[src/rtl/snow64_instr_encoder_pkg.sv]
// rtl/snow64_instr_encoder_pkg.sv - shared types, field widths and helpers for the Snow64 instruction encoder
package snow64_instr_encoder_pkg;

    typedef enum logic [1:0] {
        ERR_NONE      = 2'd0,
        ERR_BAD_GROUP = 2'd1,
        ERR_BAD_OPER  = 2'd2,
        ERR_IMM_RANGE = 2'd3
    } err_cause_t;

    typedef struct packed {
        logic [2:0]  group;
        logic        op_type;
        logic [3:0]  ra_index;
        logic [3:0]  rb_index;
        logic [3:0]  rc_index;
        logic [3:0]  oper;
        logic [63:0] imm;
    } port_in_instr_encoder_t;

    localparam int WIDTH__IOG0_SIMM = 12;
    localparam int WIDTH__IOG1_SIMM = 20;
    localparam int WIDTH__IOG2_SIMM = 12;
    localparam int WIDTH__IOG3_SIMM = 12;
    localparam int WIDTH__IOG4_SIMM = 16;

    localparam logic [3:0] LAST_GOOD_OPER_IOG0 = 4'd12;
    localparam logic [3:0] LAST_GOOD_OPER_IOG1 = 4'd11;
    localparam logic [3:0] LAST_GOOD_OPER_IOG2 = 4'd8;
    localparam logic [3:0] LAST_GOOD_OPER_IOG3 = 4'd8;
    localparam logic [3:0] LAST_GOOD_OPER_IOG4 = 4'd8;

    // Instruction word layouts, MSB first; each is exactly 32 bits wide
    typedef struct packed {
        logic [2:0]  group;
        logic        op_type;
        logic [3:0]  ra_index;
        logic [3:0]  rb_index;
        logic [3:0]  rc_index;
        logic [3:0]  oper;
        logic [11:0] simm;
    } iog0_instr_t;

    typedef struct packed {
        logic [2:0]  group;
        logic        fill;
        logic [3:0]  ra_index;
        logic [3:0]  oper;
        logic [19:0] simm;
    } iog1_instr_t;

    typedef struct packed {
        logic [2:0]  group;
        logic        fill;
        logic [3:0]  ra_index;
        logic [3:0]  rb_index;
        logic [3:0]  rc_index;
        logic [3:0]  oper;
        logic [11:0] simm;
    } iog2_instr_t;

    typedef iog2_instr_t iog3_instr_t;

    typedef struct packed {
        logic [2:0]  group;
        logic        op_type;
        logic [3:0]  ra_index;
        logic [3:0]  rb_index;
        logic [3:0]  oper;
        logic [15:0] simm;
    } iog4_instr_t;

    // True when imm is representable as an n-bit signed value (bits [63:n-1] all equal)
    function automatic logic imm_fits(input logic [63:0] imm, input int n);
        logic signed [63:0] hi;
        hi = $signed(imm) >>> (n - 1);
        return (hi == 64'sd0) || (hi == -64'sd1);
    endfunction

endpackage

[src/rtl/snow64_instr_word_fifo.sv]
// rtl/snow64_instr_word_fifo.sv - 2-entry word FIFO with push/pop/flush and occupancy count
module snow64_instr_word_fifo #(
    parameter int WIDTH = 35
) (
    input  logic             clk,
    input  logic             rst_n,
    input  logic             push,
    input  logic             pop,
    input  logic             flush,
    input  logic [WIDTH-1:0] wdata,
    output logic [WIDTH-1:0] rdata,
    output logic [1:0]       count
);

    logic [WIDTH-1:0] mem [2];
    logic             wr_ptr;
    logic             rd_ptr;
    logic             do_push;
    logic             do_pop;

    assign do_push = push && (count != 2'd2);
    assign do_pop  = pop && (count != 2'd0);
    assign rdata   = mem[rd_ptr];

    // Storage and pointers; flush discards any same-cycle push or pop
    always_ff @(posedge clk or negedge rst_n) begin
        if (!rst_n) begin
            mem[0] <= '0;
            mem[1] <= '0;
            wr_ptr <= 1'b0;
            rd_ptr <= 1'b0;
            count  <= 2'd0;
        end else if (flush) begin
            wr_ptr <= 1'b0;
            rd_ptr <= 1'b0;
            count  <= 2'd0;
        end else begin
            if (do_push) begin
                mem[wr_ptr] <= wdata;
                wr_ptr      <= ~wr_ptr;
            end
            if (do_pop) begin
                rd_ptr <= ~rd_ptr;
            end
            case ({do_push, do_pop})
                2'b10:   count <= count + 2'd1;
                2'b01:   count <= count - 2'd1;
                default: count <= count;
            endcase
        end
    end

endmodule

[src/rtl/snow64_instr_encoder.sv]
// rtl/snow64_instr_encoder.sv - packs decoded fields into a 32-bit Snow64 instruction word behind a 2-entry FIFO
module snow64_instr_encoder
    import snow64_instr_encoder_pkg::*;
#(
    parameter int WIDTH__IMM_IN = 64,
    parameter int WIDTH__STAT   = 32
) (
    input  logic                     clk,
    input  logic                     rst_n,
    input  logic                     in_valid,
    output logic                     in_ready,
    input  logic [2:0]               in_group,
    input  logic                     in_op_type,
    input  logic [3:0]               in_ra_index,
    input  logic [3:0]               in_rb_index,
    input  logic [3:0]               in_rc_index,
    input  logic [3:0]               in_oper,
    input  logic [WIDTH__IMM_IN-1:0] in_imm,
    input  logic                     in_flush,
    input  logic                     in_clr_stats,
    output logic                     out_valid,
    input  logic                     out_ready,
    output logic [31:0]              out_instr,
    output logic                     out_err,
    output err_cause_t               out_err_cause,
    output logic [WIDTH__STAT-1:0]   out_stat_encoded,
    output logic [15:0]              out_stat_errors
);

    port_in_instr_encoder_t fields;
    iog0_instr_t            g0;
    iog1_instr_t            g1;
    iog2_instr_t            g2;
    iog4_instr_t            g4;
    logic [31:0]            word;
    err_cause_t             cause;
    logic                   live;
    logic                   accept;
    logic [1:0]             count;
    logic [34:0]            head;

    assign fields = '{group: in_group, op_type: in_op_type, ra_index: in_ra_index,
                      rb_index: in_rb_index, rc_index: in_rc_index, oper: in_oper,
                      imm: 64'(in_imm)};

    assign g0 = '{group: fields.group, op_type: fields.op_type, ra_index: fields.ra_index,
                  rb_index: fields.rb_index, rc_index: fields.rc_index, oper: fields.oper,
                  simm: fields.imm[11:0]};
    assign g1 = '{group: fields.group, fill: 1'b0, ra_index: fields.ra_index,
                  oper: fields.oper, simm: fields.imm[19:0]};
    assign g2 = '{group: fields.group, fill: 1'b0, ra_index: fields.ra_index,
                  rb_index: fields.rb_index, rc_index: fields.rc_index, oper: fields.oper,
                  simm: fields.imm[11:0]};
    assign g4 = '{group: fields.group, op_type: fields.op_type, ra_index: fields.ra_index,
                  rb_index: fields.rb_index, oper: fields.oper, simm: fields.imm[15:0]};

    // Select the group layout and resolve the highest-priority encoding error
    always_comb begin
        word  = 32'(g0);
        cause = ERR_NONE;
        case (fields.group)
            3'd0: begin
                word = 32'(g0);
                if (fields.oper > LAST_GOOD_OPER_IOG0)                 cause = ERR_BAD_OPER;
                else if (!imm_fits(fields.imm, WIDTH__IOG0_SIMM))      cause = ERR_IMM_RANGE;
            end
            3'd1: begin
                word = 32'(g1);
                if (fields.oper > LAST_GOOD_OPER_IOG1)                 cause = ERR_BAD_OPER;
                else if (!imm_fits(fields.imm, WIDTH__IOG1_SIMM))      cause = ERR_IMM_RANGE;
            end
            3'd2: begin
                word = 32'(g2);
                if (fields.oper > LAST_GOOD_OPER_IOG2)                 cause = ERR_BAD_OPER;
                else if (!imm_fits(fields.imm, WIDTH__IOG2_SIMM))      cause = ERR_IMM_RANGE;
            end
            3'd3: begin
                word = 32'(iog3_instr_t'(g2));
                if (fields.oper > LAST_GOOD_OPER_IOG3)                 cause = ERR_BAD_OPER;
                else if (!imm_fits(fields.imm, WIDTH__IOG3_SIMM))      cause = ERR_IMM_RANGE;
            end
            3'd4: begin
                word = 32'(g4);
                if (fields.oper > LAST_GOOD_OPER_IOG4)                 cause = ERR_BAD_OPER;
                else if (!imm_fits(fields.imm, WIDTH__IOG4_SIMM))      cause = ERR_IMM_RANGE;
            end
            default: begin
                word  = 32'(g0);
                cause = ERR_BAD_GROUP;
            end
        endcase
    end

    assign in_ready = live && (count != 2'd2) && !in_flush;
    assign accept   = in_valid && in_ready;

    snow64_instr_word_fifo #(.WIDTH(35)) u_fifo (
        .clk   (clk),
        .rst_n (rst_n),
        .push  (accept),
        .pop   (out_valid && out_ready),
        .flush (in_flush),
        .wdata ({word, (cause != ERR_NONE), cause}),
        .rdata (head),
        .count (count)
    );

    assign out_valid     = (count != 2'd0);
    assign out_instr     = head[34:3];
    assign out_err       = head[2];
    assign out_err_cause = err_cause_t'(head[1:0]);

    // Hold in_ready low until the first clock after reset release
    always_ff @(posedge clk or negedge rst_n) begin
        if (!rst_n) live <= 1'b0;
        else        live <= 1'b1;
    end

    // Accept counters: clear wins over increment; encoded wraps, errors saturate
    always_ff @(posedge clk or negedge rst_n) begin
        if (!rst_n) begin
            out_stat_encoded <= '0;
            out_stat_errors  <= '0;
        end else if (in_clr_stats) begin
            out_stat_encoded <= '0;
            out_stat_errors  <= '0;
        end else if (accept) begin
            out_stat_encoded <= out_stat_encoded + 1'b1;
            if ((cause != ERR_NONE) && (out_stat_errors != 16'hFFFF))
                out_stat_errors <= out_stat_errors + 16'd1;
        end
    end

endmodule

[config.mk]
export PLATFORM = sky130hd
export DESIGN_NAME = snow64_instr_encoder
export DESIGN_NICKNAME = d
export VERILOG_FILES = /design/src/rtl/snow64_instr_encoder_pkg.sv /design/src/rtl/snow64_instr_word_fifo.sv /design/src/rtl/snow64_instr_encoder.sv
export SDC_FILE = /design/constraint.sdc
export NUM_CORES = 1
export LEC_CHECK = 0
export BUFFER_PORTS_ARGS = -buffer_cell sky130_fd_sc_hd__buf_2
export CAP_MARGIN = 10
export CORE_MARGIN = 5
export CORE_UTILIZATION = 40
export CTS_CLUSTER_DIAMETER = 30
export CTS_CLUSTER_SIZE = 20
export DETAILED_ROUTE_END_ITERATION = 12
export GPL_ROUTABILITY_DRIVEN = 0
export SLEW_MARGIN = 0
export SYNTH_ARGS = -nofsm -noshare
export SYNTH_HDL_FRONTEND = slang
export SYNTH_SLANG_ARGS = --single-unit
[constraint.sdc]
create_clock -name clk -period 3.5 [get_ports clk]
set_clock_uncertainty 0.1 [all_clocks]
set_input_delay 0.35 -clock clk [delete_from_list [all_inputs] [get_ports clk]]
set_output_delay 0.35 -clock clk [all_outputs]
set_load 0.05 [all_outputs]
* After elaboration in Yosys (flattened, before gate mapping)
Index checks and enable logic that the tools add are counted.
** Storage, ports and cells
- Flip-flop bits (word level) :: 123
- Input bits :: 90
- Output and inout bits :: 85
- Logic and storage cells :: 86
** Cells by class
- Add/sub/neg operators :: 4
- $lt $le $gt $ge :: 6
- Eq/ne operators :: 11
- Muxes and demuxes :: 26
- Bitwise gates (word level) :: 5
- Reduce and logical (&&, ||, !) cells :: 26
** Operators with widths (number)
- 64-bit logical NOT :: 3
- 35-bit 2-to-1 mux :: 4
- 29-bit case mux with 3 select lines :: 1
- 70-bit bitwise mux :: 1
- 32-bit 2-to-1 mux :: 2
- 53-bit by 1-bit == test with 1-bit output, second input constant :: 1
- 49-bit by 1-bit == test with 1-bit output, second input constant :: 1
- 16-bit 2-to-1 mux :: 3
- 45-bit by 1-bit == test with 1-bit output, second input constant :: 1
- 35-bit demux with 1-bit select :: 1
- 32-bit by 1-bit adder with 32-bit output, second input constant :: 1
- 16-bit by 1-bit adder with 16-bit output, second input constant :: 1
- 2-bit 2-to-1 mux :: 8
- 16-bit != test, second input constant :: 1
- 4-bit > comparator, second input constant :: 3
- 2-bit nonzero test :: 6
- 1-bit logical AND :: 8
- 2-bit case mux with 4 select lines :: 1
- 3-bit by 2-bit == test with 1-bit output, second input constant :: 2
- 2-bit greater-or-equal comparator, second input constant :: 2
- 1-bit 2-to-1 mux :: 4
- 1-bit inverter with 2-bit output :: 2
- 2-bit case mux with 2 select lines :: 1
- 2-bit AND reduction :: 2
- 14 further kinds :: 18

* Logic depth before layout (Yosys ltp)
Gate-level depths: netlist of run 1.
- Depth in word-level cells :: 10
- Mapped depth :: 10
- Mapped depth without buffers :: 8

* Cells and area by module
Synthesis of run 1 repeated with hierarchy kept, for this count alone.
** Unflattened totals
- Cell total of the unflattened synthesis :: 578
- Area, all modules :: 6475.0 µm²
** Modules (own cells, without submodules)
- snow64_instr_word_fifo :: instances 1, cells each 209, area each 3239.4 µm², seq. area each 1851.8 µm²
- snow64_instr_encoder :: instances 1, cells each 369, area each 3235.6 µm², seq. area each 1226.2 µm²

* Worst setup path after synthesis of run 1
OpenSTA, ideal clock, no wires.
- Path kind :: register -> register
- Start point :: register u_fifo.count[1]
- End point :: register out_stat_errors[7]
- Library setup time :: 0.125 ns
- Arrival time :: 2.504 ns
- Required time :: 3.275 ns
- Setup slack :: 0.771 ns
- Stages on the path, launching flop included :: 8
- Buffers on the path :: 0
- Period minus slack after synthesis :: 2.729 ns
- Cells stage by stage :: dfrtp_1 > nor2b_1 > nor2_1 > nand2_1 > nand2_1 > nand2_1 > nor4_1 > mux2_2
** On the way
- Cells in the longest elaborated chain, start to end :: 6
** RTL lines
- from (decl) :: line snow64_instr_word_fifo.sv:12 : output logic [1:0] count
- from (signal assigned) :: line snow64_instr_word_fifo.sv:46 : 2'b10: count <= count + 2'd1;
- from (signal assigned) :: line snow64_instr_word_fifo.sv:47 : 2'b01: count <= count - 2'd1;
- from (signal assigned) :: line snow64_instr_word_fifo.sv:48 : default: count <= count;
- 2-bit != test :: line snow64_instr_encoder.sv:94 : assign in_ready = live && (count != 2'd2) && !in_flush;
- 1-bit logical AND (2 in series) :: line snow64_instr_encoder.sv:94
- via in_ready :: line snow64_instr_encoder.sv:11 : output logic in_ready,
- 1-bit logical AND :: line snow64_instr_encoder.sv:95 : assign accept = in_valid && in_ready;
- 2-bit nonzero test (no source line)
- 2-bit AND reduction (no source line)
- to (signal assigned) :: line snow64_instr_encoder.sv:130 : out_stat_errors <= out_stat_errors + 16'd1;
- to (decl) :: line snow64_instr_encoder.sv:27 : output logic [15:0] out_stat_errors
The timed path passes the listed nets, and every way through them passes these cells.
A chain may end at the register's enable or synchronous reset.

* Worst setup path after layout of run 1
- Start point :: register u_fifo.count[1]
- End point :: register out_stat_encoded[30]
** On the way
- Cells in the longest elaborated chain, start to end :: 5
** RTL lines
- 2-bit != test :: line snow64_instr_encoder.sv:94
- 1-bit logical AND (2 in series) :: line snow64_instr_encoder.sv:94
- 1-bit logical AND :: line snow64_instr_encoder.sv:95
- 2-bit nonzero test (no source line)
- to (signal assigned) :: line snow64_instr_encoder.sv:128 : out_stat_encoded <= out_stat_encoded + 1'b1;
- to (decl) :: line snow64_instr_encoder.sv:26 : output logic [WIDTH__STAT-1:0] out_stat_encoded,
No other way between the ends.

==> results of run 1 <==
[final cells by class]
class | count | area, µm² | share of cell area [%]
Multi-Input combinational cell | 485 | 3080 | 38.5
Timing Repair Buffer | 181 | 941 | 11.7
Clock buffer | 21 | 470 | 5.87
Inverter | 9 | 33.8 | 0.422
Sequential cell | 123 | 3080 | 38.4
Tap cell | 211 | 264 | 3.30
Clock inverter | 11 | 141 | 1.77
[Yosys cell counts (4+ instances only)]
cell | count | area (µm²)
nand3_1 | 17 | 85.1
nor4_1 | 15 | 93.8
nand2_1 | 124 | 465
and3_1 | 7 | 43.8
dfrtp_1 | 123 | 3080
nor2b_1 | 10 | 62.6
mux2_2 | 58 | 653
o21ai_1 | 5 | 25.0
xnor2_1 | 11 | 96.3
nand2b_1 | 5 | 31.3
nand4_1 | 27 | 169
buf_1 | 4 | 15.0
o21ai_0 | 34 | 170
a21oi_1 | 17 | 85.1
o31ai_1 | 7 | 52.6
or3_1 | 7 | 43.8
or4_1 | 8 | 60.1
inv_1 | 9 | 33.8
nor2_1 | 53 | 199
mux2i_1 | 9 | 90.1
nor4_2 | 5 | 62.6
xor2_1 | 19 | 166
and4_1 | 4 | 35.0
o22ai_1 | 4 | 25.0
clkbuf_1 | 21 | 78.8
o22a_1 | 4 | 35.0
[critical path, stage by stage (launching register included)]
cell and delay (ns):
dfrtp_1 0.40, nor2b_1 0.17, o31a_1 0.37, or4b_1 0.70, nor4_2 0.40, nor2b_1 0.23, xnor2_1 0.14, nor2_1 0.06
[power by group]
part / switching, W / internal [W] / leakage, nW
clock network: 0.000637 / 0.00117 / 0.295
registers: 0.000116 / 0.00163 / 1.61
logic: 0.000662 / 0.000328 / 1.90
[cells by family after synthesis]
family                   after synthesis  share of synthesized area, %
AND/OR/NAND/NOR                      295                          23.2
multiplexers                          70                          12.5
XOR/XNOR                              30                          4.17
adder cells (fa/ha/maj)                2                         0.397
buffers and inverters                 36                          2.38
other                                  1                        0.0595
flip-flops                           123                          48.8
AO/OA/AOI/OAI                         87                          8.46
[flip-flops by register name, summed over array words and instances, names as in the netlist]
signal	cells
live	1
u_fifo.mem	70
out_stat_errors	16
u_fifo.count	2
u_fifo.rd_ptr	1
out_stat_encoded	32
u_fifo.wr_ptr	1
[per-stage QoR]
step	setup slack [ns]	utilization, %
after floorplan	0.771	-
after global placement	0.551	48.2
after detailed placement	0.504	48.2
after CTS	0.748	52.3
after global routing	0.530	52.3
final	0.783	52.3
[per-layer routing]
| layer | share of wire [%] | global-route usage [%] | wire length (µm) | up-vias |
|---|---|---|---|---|
| met2 | 48 | 29.1 | 7840 | 161 |
| met5 | 0 | 0 | 0 | - |
| met4 | 1.2 | 5.99 | 203 | 0 |
| met3 | 6.7 | 5.57 | 1090 | 16 |
| met1 | 44 | 23.7 | 7160 | 2617 |
| li1 | - | - | - | 2642 |
[what timing repair did]
item / CTS / global route
setup endpoints to repair: 0 / 0
hold endpoints to repair: 50 / 0
hold buffers: 1 / 0
[final timing paths]
kind | end | slack, ns
max reg2reg | out_stat_encoded[30] | 0.78
max in group asynchronous | out_stat_encoded[8] | 2.00
min reg2reg | u_fifo.mem[46] | 0.37
min | u_fifo.mem[65] | 0.04
min in group asynchronous | u_fifo.mem[26] | 0.47
max | out_stat_encoded[30] | 0.78
==> impl_metrics.toml, run 1 <==
[critical_path]
worst_ep_required_time_ns = 3.68
path_max_fanout = 8
startpoint = "u_fifo.count[1]"
end_kind = "flip-flop"
regToRegStartpoint = "u_fifo.count[1]"
crit_arrival_ns = 2.89
critPathKind = "reg2reg"
critPathLaunchType = "flip-flop"
r2r_cells = 7

[cells_and_area]
final_cells = 1041
area_growth_pct = 27.1
final_cell_mix = "173 x buf_2, 123 x nand2_1, 122 x dfrtp_1"
final_area_mm2 = 0.00801
fillers = 1438
final_common_cell = "buf_2"
diodes = 0
layout-drive-gt1-share_pct = 34.7
layout.nets = 909

[synthesis]
synth_cell_types = 49
synth.yosys.seq_area_share_pct = 48.8
synth_area_per_cell_um2 = 9.78
synth_edf_count = 0
yosys_most_used_dff = "dfrtp_1"
ys_seq_elements = 123
async_flop_share_pct = 100
yosys_warnings = 0
synth_cells = 644
syn-num-nets = 736
synth_area_mm2 = 0.00630

[sta]
setup_violations = 0
rsz0062_at_grt = "no"
slew_headroom_pct = 33.1
min_period_over_period_pct = 77.6
holdWs_ns = 0.0405
hold_violations = 0
worst_slew_pin_slew_ns = 1.00
drv_slew = 0
tns_ns = 0
max_freq_ghz = 0.368
fin_crit_ns = 2.72

[global_route]
grt-ovfl-total = 0
grt_max_degree = 74
antenna_found_initial = 0
grt_pass1_vias = 5473
grt_pass1_wl_um = 26900
grt_use_total_pct = 18.2

[routing]
viasPerCell = 5.22
route.vias.total = 5436
drc = 0
final_antenna_net_count = 0
wl_per_cell_um = 15.7
drt-total-wl_um = 16300
drt_first_pass_iters = 4
drtIter0Drc = 267

[pwr]
p_leak_nw = 3.81
peakVddDrop_mv = 0.330
total_power_w = 0.00454
powerDensity_mw_per_mm2 = 567

[clock_network]
cts.reportedPaths.clkPinSlew_ns = 0.06
cts_max_level = 4
clock_path_buffers = 2
clock_latency_ns = 0.41
clock_sinks = 123
cts_tree = "yes"
post_cts_resize_count = 0
cts_root_buf = "clkbuf_16"
numCtsBuffers = 17
cts_setup_buffers = 0

[placement]
placed_area_mm2 = 0.00739
dp.cells = 1008
portBuffers = 174
dp_hpwl_um = 11600

[die]
initial_core_util_pct = 41.1
core_area_mm2 = 0.0153
chipHeight_um = 136
num_rows = 45
boundaryPins = 175
dieArea_mm2 = 0.0184
die_w_um = 136

[job]
cap_viol_max_count = 0

[worst_hold_path]
min_path_type = "in2reg"
worstHoldStart = "in_ra_index[3]"
hold_depth = 3

[outcome]
outcome = "finished, final reports clean"
Power figures use the tool's default switching activity.
==> run 2, diff against run 1 <==
==> constraint.sdc (replaced) <==
create_clock -name clk -period 2.85 [get_ports clk]
set_clock_uncertainty 0.1 [all_clocks]
set_input_delay 0.285 -clock clk [delete_from_list [all_inputs] [get_ports clk]]
set_output_delay 0.285 -clock clk [all_outputs]
set_load 0.05 [all_outputs]
==> run 2 against run 1 <==
  * Critical path depth grew 2
  * Sequential power increased by 22%
  * Non-clock buffer count up 25
  * Cell count increased by 2.3%
  * Routed wire length grew 2.6%
  * Power increased by 23%
  * Combinational power grew 28%
  * First-iteration DRC count rose by 16%
  * Global-route usage is 0.46 points higher
  * Critical endpoint is now out_stat_encoded[29]
  * Highest routed layer unchanged
  * Setup slack got worse by 0.63 ns
==> impl_metrics.toml, run 2 (synthesis gave the netlist of run 1 again) <==
[worst_hold_path]
worstHoldStart = "in_imm[11]"
hold_depth = 3
min_path_type = "in2reg"
hold_path_end = "u_fifo.mem[49]"

[routing]
drt_first_pass_iters = 4
viasPerCell = 5.19
final_antenna_net_count = 0
wl_per_cell_um = 15.7
drt-total-wl_um = 16700
drtIter0Drc = 310
drc = 0
route.vias.total = 5529

[sta]
rsz0062_at_grt = "no"
fin_crit_ns = 2.70
worst_slew_pin_slew_ns = 0.774
max_freq_ghz = 0.371
slew_headroom_pct = 48.4
setup_violations = 0
min_period_over_period_pct = 94.7
drv_slew = 0
hold_violations = 0

[clock_network]
cts.reportedPaths.clkPinSlew_ns = 0.06
numCtsBuffers = 17
cts_root_buf = "clkbuf_16"
clock_sinks = 123
cts_setup_buffers = 0
clock_latency_ns = 0.41
cts_max_level = 4
clock_path_buffers = 2
cts_tree = "yes"

[job]
cap_viol_max_count = 0

[cells_and_area]
final_common_cell = "buf_2"
largest_register_ff_count = 70
diodes = 0
top_register = "u_fifo.mem"
layout.nets = 934
largestRegisters = "u_fifo.mem x70, out_stat_encoded x32, out_stat_errors x16"
layout-drive-gt1-share_pct = 34.4
area_growth_pct = 31.0
final_cell_mix = "173 x buf_2, 123 x nand2_1, 122 x dfrtp_1"
fillers = 1394
finalCoreUtilization_pct = 53.9

[critical_path]
r2r_cells = 7
crit_chain = "dlygate4sd3_1 -> buf_2 -> nand2b_1 -> o31a_1 -> nor4_4 -> nand2_1 -> or3_1 -> or3_1 -> a21oi_1"
path_max_fanout = 5
end_kind = "flip-flop"
cp_slowest_cell = "dlygate4sd3_1"
critPathKind = "in2reg"
crit_top_cell = "or3_1"
slowest_delay_ns = 0.55
critPathBufInv = 2
crit_arrival_ns = 2.93
critPathLaunchType = "input port"
regToRegStartpoint = "u_fifo.count[1]"
ff2ff_setup_slack_ns = 0.27
rr_endpoint = "out_stat_encoded[29]"
critical-path-top-delay-family = "simple AND/OR/NAND/NOR gates"
worst_ep_required_time_ns = 3.08

[die]
num_rows = 45
boundaryPins = 175
die_w_um = 136
initial_core_util_pct = 41.1
core_area_mm2 = 0.0153
chipHeight_um = 136
dieArea_mm2 = 0.0184

[global_route]
grt-ovfl-total = 0
grt_pass1_vias = 5642
grt_max_degree = 74
antenna_found_initial = 0
grt_use_total_pct = 18.7
grt_pass1_wl_um = 27600

[pwr]
p_leak_nw = 3.94
internal_power_w = 0.00388
pwr-share-seq_pct = 38.0
pwr-share-clk_pct = 39.3
peakVddDrop_mv = 0.435
pwr-share-comb_pct = 22.7
total_power_w = 0.00559
switchingPower_w = 0.00171
switching_share_pct = 30.5
powerDensity_mw_per_mm2 = 677

[outcome]
outcome = "finished, final reports clean"

[placement]
dp_hpwl_um = 12200
portBuffers = 174
==> run 2: layer usage <==
| layer | GRT usage [%] | vias to the layer above | routed length, µm |
|---|---|---|---|
| met4 | 6.83 | 0 | 275 |
| li1 | - | 2701 | - |
| met1 | 23.6 | 2623 | 7230 |
| met5 | 0 | - | 0 |
| met2 | 31.0 | 184 | 8160 |
| met3 | 4.75 | 21 | 1060 |
==> run 2: how the worst max path moves through the flow <==
stage                                       to  cells past startpoint             from  slack [ns]
final                     out_stat_encoded[29]                      9         in_flush        0.15
after global placement      out_stat_errors[9]                      9       in_imm[27]        0.01
after floorplan             out_stat_errors[7]                      7  u_fifo.count[1]        0.12
after detailed placement    out_stat_errors[9]                      9       in_imm[27]       -0.03
after CTS                 out_stat_encoded[29]                      9         in_flush        0.15
after global routing      out_stat_encoded[29]                      9         in_flush        0.03
==> run 2: area by class of cell <==
cell class	instances	area [µm²]	area share, %
clock buffer	24	492	5.96
clock inverter	7	113	1.36
tap	211	264	3.20
sequential	123	3080	37.3
timing repair buffer	206	1180	14.3
multi-input combinational	485	3090	37.4
inverter	9	33.8	0.409
==> run 2: through the flow <==
| stage | hold WS [ns] | instance area [µm²] | TNS, ns | worst slack (ns) | cells |
|---|---|---|---|---|---|
| 6_report | 0.0406 | 8250 | 0 | 0.152 | 1065 |
| 3_5_place_dp | 0.112 | 7470 | -0.125 | -0.0330 | 1017 |
| 3_3_place_gp | 0.109 | 7470 | 0 | 0.0135 | 1017 |
| 4_1_cts | 0.0236 | 8240 | 0 | 0.150 | 1065 |
| 5_1_grt | 0.0507 | 8250 | 0 | 0.0274 | 1065 |
| 2_1_floorplan | -0.111 | 6300 | 0 | 0.121 | 644 |
==> run 2: power by group through the flow <==
stage / Clock, W / Sequential, W / Combinational, W
3_3_place_gp: 0 / 0.00213 / 0.00124
6_report: 0.00220 / 0.00212 / 0.00127
2_1_floorplan: 0 / 0.00213 / 0.000927
4_1_cts: 0.00224 / 0.00212 / 0.00129
3_5_place_dp: 0 / 0.00215 / 0.00126
5_1_grt: 0.00233 / 0.00215 / 0.00138
==> run 2: worst min-delay path, stage by stage <==
cell,delay [ns]
buf_2,0.13
nand2_1,0.06
nand2_1,0.04
==> run 2: timing repair <==
action,4_1_cts,5_1_grt
hold buffers,17,0
endpoints found under the hold margin,41,0
gates resized for setup,0,1
endpoints found under the setup margin,0,1
